`src/rtl/imem_fetch_sequencer.sv`:
```
// -----------------------------------------------------------------------------
// imem_fetch_sequencer
//   Owns the program counter and drives a zero-latency, word-indexed
//   instruction memory. Presents one instruction at a time to decode over a
//   valid/ready handshake. Handles taken-branch redirects from execute, flushes
//   the wrong-path slot, and stops at end of program, on halt, or on an
//   out-of-range branch target.
//
// Ports
//   clk          clock, all state changes on the rising edge
//   reset_n      synchronous active-low reset
//   start        pulse: begin fetching at RESET_PC (honoured in IDLE/DONE only)
//   halt         level: abandon the stream and go to DONE
//   imem_addr    address to instruction memory (= current PC, combinational)
//   imem_rdata   instruction word returned by memory in the same cycle
//   inst_out     registered instruction to decode
//   inst_pc      PC of inst_out
//   inst_valid   inst_out/inst_pc hold a live instruction
//   inst_ready   decode accepts the instruction this cycle
//   br_taken     pulse: redirect the PC to br_target
//   br_target    absolute word address of the branch target
//   busy         high while fetching (FETCH or HOLD)
//   done         high in DONE
//   fault        sticky: a redirect targeted an address >= DEPTH
//   fetch_count  number of accepted instructions, saturating at 16'hFFFF
// -----------------------------------------------------------------------------
module imem_fetch_sequencer #(
  parameter int BITSIZE  = 32,
  parameter int REGSIZE  = 64,
  parameter int DEPTH    = 64,
  parameter int RESET_PC = 0
) (
  input  logic               clk,
  input  logic               reset_n,
  input  logic               start,
  input  logic               halt,
  output logic [REGSIZE-1:0] imem_addr,
  input  logic [BITSIZE-1:0] imem_rdata,
  output logic [BITSIZE-1:0] inst_out,
  output logic [REGSIZE-1:0] inst_pc,
  output logic               inst_valid,
  input  logic               inst_ready,
  input  logic               br_taken,
  input  logic [REGSIZE-1:0] br_target,
  output logic               busy,
  output logic               done,
  output logic               fault,
  output logic [15:0]        fetch_count
);

  typedef enum logic [1:0] {
    S_IDLE  = 2'd0,
    S_FETCH = 2'd1,
    S_HOLD  = 2'd2,
    S_DONE  = 2'd3
  } state_t;

  localparam logic [REGSIZE-1:0] LAST_PC  = REGSIZE'(DEPTH - 1);
  localparam logic [REGSIZE-1:0] DEPTH_W  = REGSIZE'(DEPTH);
  localparam logic [REGSIZE-1:0] START_PC = REGSIZE'(RESET_PC);

  state_t               state_q;
  logic [REGSIZE-1:0]   pc_q;
  logic [BITSIZE-1:0]   inst_q;
  logic [REGSIZE-1:0]   ipc_q;
  logic                 valid_q;
  logic                 done_q;
  logic                 fault_q;
  // Set once the last memory word has been loaded into the slot; no further
  // fetch happens and the stream ends when that word is accepted.
  logic                 last_q;
  logic [15:0]          cnt_q;
  logic [15:0]          cnt_d;

  logic accept_s;
  logic tgt_oob_s;
  logic pc_at_last_s;

  assign accept_s     = valid_q && inst_ready;
  assign tgt_oob_s    = (br_target >= DEPTH_W);
  assign pc_at_last_s = (pc_q == LAST_PC);
  assign cnt_d        = (cnt_q == 16'hFFFF) ? cnt_q : (cnt_q + 16'd1);

  // Fetch FSM: PC, instruction slot, status flags and accept counter.
  always_ff @(posedge clk) begin
    if (!reset_n) begin
      state_q <= S_IDLE;
      pc_q    <= START_PC;
      inst_q  <= '0;
      ipc_q   <= '0;
      valid_q <= 1'b0;
      done_q  <= 1'b0;
      fault_q <= 1'b0;
      last_q  <= 1'b0;
      cnt_q   <= 16'd0;
    end else begin
      case (state_q)
        S_IDLE: begin
          valid_q <= 1'b0;
          if (start) begin
            pc_q    <= START_PC;
            last_q  <= 1'b0;
            fault_q <= 1'b0;
            state_q <= S_FETCH;
          end
        end
        S_FETCH, S_HOLD: begin
          if (br_taken) begin
            // The slot holds a wrong-path instruction: drop it uncounted.
            valid_q <= 1'b0;
            last_q  <= 1'b0;
            if (tgt_oob_s) begin
              fault_q <= 1'b1;
              done_q  <= 1'b1;
              state_q <= S_DONE;
            end else begin
              pc_q    <= br_target;
              state_q <= S_FETCH;
            end
          end else begin
            if (accept_s) begin
              cnt_q <= cnt_d;
            end
            if (halt) begin
              valid_q <= 1'b0;
              done_q  <= 1'b1;
              state_q <= S_DONE;
            end else if (valid_q && !inst_ready) begin
              state_q <= S_HOLD;
            end else if (last_q) begin
              // Final word has just been accepted (slot is free here).
              valid_q <= 1'b0;
              done_q  <= 1'b1;
              state_q <= S_DONE;
            end else begin
              inst_q  <= imem_rdata;
              ipc_q   <= pc_q;
              valid_q <= 1'b1;
              // PC parks on the last word instead of wrapping.
              if (pc_at_last_s) begin
                last_q <= 1'b1;
              end else begin
                pc_q <= pc_q + REGSIZE'(1);
              end
              state_q <= S_FETCH;
            end
          end
        end
        S_DONE: begin
          valid_q <= 1'b0;
          if (start) begin
            pc_q    <= START_PC;
            last_q  <= 1'b0;
            fault_q <= 1'b0;
            done_q  <= 1'b0;
            state_q <= S_FETCH;
          end
        end
        default: begin
          valid_q <= 1'b0;
          state_q <= S_IDLE;
        end
      endcase
    end
  end

  assign imem_addr   = pc_q;
  assign inst_out    = inst_q;
  assign inst_pc     = ipc_q;
  assign inst_valid  = valid_q;
  assign busy        = (state_q == S_FETCH) || (state_q == S_HOLD);
  assign done        = done_q;
  assign fault       = fault_q;
  assign fetch_count = cnt_q;

endmodule

```
`config.mk`:
```
export PLATFORM = sky130hd
export DESIGN_NAME = imem_fetch_sequencer
export DESIGN_NICKNAME = d
export VERILOG_FILES = /design/src/rtl/imem_fetch_sequencer.sv
export SDC_FILE = /design/constraint.sdc
export NUM_CORES = 1
export LEC_CHECK = 0
export BUFFER_PORTS_ARGS = -buffer_cell sky130_fd_sc_hd__clkbuf_2
export CORE_MARGIN = 3
export CORE_UTILIZATION = 25
export CTS_BUF_LIST = sky130_fd_sc_hd__clkbuf_4
export CTS_CLUSTER_SIZE = 10
export DETAILED_ROUTE_END_ITERATION = 6
export GPL_TIMING_DRIVEN = 0
export PLACE_DENSITY = 0.51
export SLEW_MARGIN = 20
export SYNTH_ARGS = -nofsm -noshare
export SYNTH_HDL_FRONTEND = slang
export SYNTH_SLANG_ARGS = --single-unit
```
`constraint.sdc`:
```
create_clock -name clk -period 6 [get_ports clk]
set_input_delay 0.9 -clock clk [delete_from_list [all_inputs] [get_ports clk]]
set_output_delay 0.9 -clock clk [all_outputs]
set_load 0.02 [all_outputs]
```
==> results of run 1 <==
## critical path: stages
cell and delay, ns:
clkbuf_2 0.20, nor4_1 0.77, nand4_1 0.16, nor4_1 0.80
o2111ai_1 0.60, nor2_1 0.86, a311o_1 0.28
## layout make-up
cell class              instances  area share
plain buffers                 101      0.0352
multi-input cells             874       0.436
diodes                          2    0.000446
well taps                     455      0.0507
clock inverters                12     0.00925
flip-flops and latches        182       0.325
repair buffers                280       0.125
clock buffers                  20      0.0134
inverters                      18     0.00602
## how the worst max path moves through the flow
stage                              from       endpoint  slack, ns  cells after the start
final                     br_target[62]  imem_addr[50]       2.01                      7
after global routing         state_q[1]   imem_addr[1]       1.97                      9
after CTS                    state_q[0]   imem_addr[8]       2.18                      9
after detailed placement       br_taken  imem_addr[16]       1.56                      9
after global placement         br_taken  imem_addr[16]       1.52                      9
after floorplan            imem_addr[3]  imem_addr[57]       2.93                      9
## power by group
part	switching [mW]	total, mW	internal (mW)	leakage [nW]
clock network	0.470	0.688	0.218	0.131
logic	0.499	0.703	0.204	2.53
registers	0.0913	1.36	1.27	1.47
## cell families after synthesis
| logic type | after synthesis | synth area share |
|---|---|---|
| mux | 7 | 0.00794 |
| flops | 182 | 0.406 |
| compound gates | 319 | 0.234 |
| buf+inv | 119 | 0.0515 |
| fa+ha+maj | 3 | 0.00418 |
| xor+xnor | 15 | 0.0146 |
| simple gates | 530 | 0.282 |
## placed cells by master, fill, tap and decap left out, types with 17 or more instances in the layout
master and instances:
clkbuf_2 280, clkbuf_1 89, clkbuf_4 20, o311ai_0 21
nor4_1 47, dfxtp_1 182, a21oi_1 134, nor2_1 64
nand3_1 29, o21ai_0 31, nand4_1 33, nand2_1 252
nor3_1 33, inv_1 17, a31oi_1 17
## routing by layer
layer,vias to the layer above,GRT usage,wire (µm)
met4,0,0.0692,1170
met3,78,0.0543,3900
met5,-,0,0
li1,4920,-,-
met1,5017,0.295,18800
met2,541,0.338,19600
## sequential cells by signal, summed over array words and instances (netlist names)
name and cells:
imem_addr 64, inst_pc 64, inst_out 32, fetch_count 16, state_q 2, done 1, fault 1, inst_valid 1
last_q 1
## metrics by stage
step | hold slack [ns] | setup WS [ns] | area [µm²] | utilization
after floorplan | 0.502 | 2.93 | 8980 | -
after CTS | 0.407 | 2.18 | 11200 | 0.321
after global placement | 0.441 | 1.52 | 11000 | 0.313
after detailed placement | 0.447 | 1.56 | 11000 | 0.313
after global routing | 0.412 | 1.97 | 11200 | 0.321
final | 0.463 | 2.01 | 11200 | 0.321
==> results.ini, run 1 <==
[detailed_routing]
drc=0
postRouteAntennaNets=0
via_per_inst=5.43
drt_iter0_markers=1025
wl_um=43500
firstDrtPassIters=7
wl_per_cell_um=22.4
via_count=10600

[clock_network]
ctsHtreeMaxLevel=4
numCtsBuffers=17
hold_buffers=0
cts.repair.resized=0
path_clk_slew_ns=0.16
clock-sinks=182
clock-root-buffer=clkbuf_4
insertion_delay_ns=0.63
cts_setup_buffers=0
cts_buffer_depth=2
cts_tree=yes

[logic_synthesis]
synth_area_leaders=dfxtp_1, nand2_1, a21oi_1
synth_flop_cell=dfxtp_1
seq_area_frac_synth=0.406
syn_nets=1280
syn_area_um2=8980
yosysTopAreaCellShare=0.406
yosysMostFrequentCell=nand2_1
yosys-top-cells-count=nand2_1, dfxtp_1, a21oi_1
synth_top_cell_by_area=dfxtp_1
ys_types=67
async_reset_ff_frac=0
synth_warnings=0
ys_ff_latch=182
syn_inst=1175
synth-edff-count=0
synth.avg_cell_area_um2=7.65

[finish]
fill_cells=3890
syn2layout_area_growth_pct=24.9
fin_cells=1944
nets=1579
regArea_um2=3640
drive_gt1_frac=0.228
multi_input_area_um2=4890

[power]
p_leak_nw=4.13
total_power_mw=2.75
power_density_nw_per_um2=245
peakVddDrop_v=0.000122

[place]
dp_hpwl_um=32300
dp_cells=1910
place_congestion=0.931
io_buffer_count=280

[critical_path]
reg2reg_depth=9
r2r-end=imem_addr[49]
critPathLaunchType=primary input
crit_arrival_ns=4.58
critical_path_class=primary input to flip-flop
cp_data_required_time_ns=6.59
critPathCaptureType=flip-flop
r2r_setup_slack_ns=2.11
rr_startpoint=state_q[0]
crit_fanout=9

[sta]
hold_viol_final=0
finalSetupTns_ns=0
fmaxAchievable_ghz=0.251
worstMarginPinSlew_ns=1.16
rsz0062_at_grt=no
maxSlewHeadroom=0.227
setup_viol=0
finalMaxSlewViolations=0
timing.final.crit_share=0.665
fin_skew_ns=0.0252
min_period_ns=3.99

[floorplan]
initial_core_util=0.257
die_area_um2=38200
io_pins=282
num_rows=68
die_y_um=196
core_um2=35000
die-width_um=196

[worst_hold_path]
hold_class=flip-flop to flip-flop
min_to=inst_out[8]
holdPathStages=2
hp-start=inst_out[8]

[global_routing]
gr-total-overflow=0
grt_pass1_vias=9784
grt_max_degree=17
antenna_found_initial=1
grt_use_total=0.217
grt_pass1_wl_um=63200

[status]
status=finished, final reports clean

[run]
cap_viol_max_count=0

Power figures use the tool's default switching activity.
==> run 2: changes to the inputs <==
- PLACE_DENSITY: 0.51 -> 0.53
- clock period: 6 -> 3.3 ns (I/O delays scaled with it)
==> run 2 against run 1 <==
Net effect:
- global-route usage barely moved
- largest power group unchanged
- sequential share of layout area fell by 0.60 points
- worst hold slack got worse by 0.42 ns
==> results.ini, run 2 (synthesis results as in run 1) <==
[detailed_routing]
firstDrtPassIters=7
postRouteAntennaNets=0
drt_iter0_markers=946
wl_um=43400
wl_per_cell_um=22.3
via_count=10600
via_per_inst=5.45
drc=0

[clock_network]
cts_tree=yes
clock-sinks=182
path_clk_slew_ns=0.17
clock-root-buffer=clkbuf_4
cts_buffer_depth=2
numCtsBuffers=17
ctsHtreeMaxLevel=4
insertion_delay_ns=0.65

[critical_path]
crit_fanout=10
critPathCaptureType=flip-flop
cp_data_required_time_ns=3.86
critPathLaunchType=flip-flop
critical_path_class=flip-flop to flip-flop
crit_arrival_ns=3.73

[sta]
min_period_ns=3.17
rsz0062_at_grt=no
hold_viol_final=0
finalSetupTns_ns=0
finalMaxSlewViolations=0
fin_skew_ns=0.0340
timing.final.crit_share=0.962
maxSlewHeadroom=0.342
fmaxAchievable_ghz=0.315
setup_viol=0
holdWs_ns=0.0457
worstMarginPinSlew_ns=0.986

[finish]
regArea_um2=3650
syn2layout_area_growth_pct=27.4
final_cell_mix=clkbuf_2, nand2_1, dfxtp_1
drive_gt1_frac=0.241
final_cell_area_um2=11400
final_common_cell=clkbuf_2
nets=1584
fill_cells=3843
fin_util=0.327
multi_input_area_um2=4960

[floorplan]
num_rows=68
die_y_um=196
initial_core_util=0.257
die-width_um=196
die_area_um2=38200
io_pins=282
core_um2=35000

[global_routing]
grt_pass1_vias=9909
grt_max_degree=17
grt_use_total=0.217
antenna_found_initial=1
gr-total-overflow=0
grt_pass1_wl_um=63100

[worst_hold_path]
hold_class=primary input to flip-flop

[power]
p_sw_mw=1.97
peakVddDrop_v=0.000232
switching_share=0.380
seq_power_share=0.479
power_density_nw_per_um2=453
power.internal_mw=3.22
p_leak_nw=4.30
pwr-share-comb=0.246
clkPwrFrac=0.275

[status]
status=finished, final reports clean

[place]
post_dp_cell_area_um2=11000
io_buffer_count=280
place_congestion=0.936
dp_hpwl_um=32200

[run]
cap_viol_max_count=0

run 2: cell types whose count changed in the layout (fill, tap and decap cells not counted), sizes merged:
cell         previous run  this run
buf                    12        16
bufinv                  1         3
clkbuf                389       379
clkinv                  6         7
clkinvlp                4         3
dlygate4sd3             0         8
run 2: power groups by stage:
stage	clock, mW	combinational (mW)	sequential (mW)
after floorplan	0	0.602	2.58
after global placement	0	1.24	2.51
after detailed placement	0	1.25	2.51
after CTS	1.48	1.26	2.47
after global routing	1.55	1.36	2.50
final	1.43	1.28	2.48
run 2: path summary, 6_finish.rpt:
check                                    start       endpoint  slack (ns)  cells past startpoint
worst min-delay path            imem_rdata[24]   inst_out[24]        0.05                      3
worst max-delay path             imem_addr[12]  imem_addr[50]        0.13                      7
worst min register to register     inst_out[9]    inst_out[9]        0.46                      2
worst max register to register   imem_addr[12]  imem_addr[50]        0.13                      7
run 2: cell type report:
type / count / share of cell area
antenna: 2 / 0.000437
buffer: 94 / 0.0336
clock buffer: 17 / 0.0111
clock inverter: 14 / 0.0155
inverter: 18 / 0.00590
multi-input combinational: 874 / 0.433
sequential: 182 / 0.319
tap: 455 / 0.0497
timing repair buffer: 292 / 0.132
run 2: repair_timing:
item,CTS,global route
endpoints found under the hold margin,4,4
hold buffers,4,4
resized for setup,11,21
setup endpoints to repair,86,57
pin swaps,1,2
setup buffers,2,2
cloned,0,0
run 2: stage by stage:
stage / setup slack [ns] / cells / power (mW)
floorplan: 0.235 / 1175 / 3.18
global placement: -0.654 / 1910 / 3.76
detailed placement: -0.626 / 1910 / 3.76
CTS: 0.0112 / 1945 / 5.21
global route: 0.00919 / 1947 / 5.41
finish: 0.126 / 1948 / 5.19
run 2: metal layers:
metal,vias up,global-route usage,share of wire
li1,4932,-,-
met1,5037,0.293,0.44
met2,547,0.335,0.44
met3,92,0.0511,0.084
met4,0,0.0848,0.038
met5,-,0,0
run 2: critical path, stage by stage (launching register included):
cell	delay [ns]
dfxtp_1	0.60
nand3_1	0.29
or4_1	0.56
clkbuf_1	0.35
nor4_1	0.59
and3_1	0.30
nand2_1	0.07
a311o_1	0.35
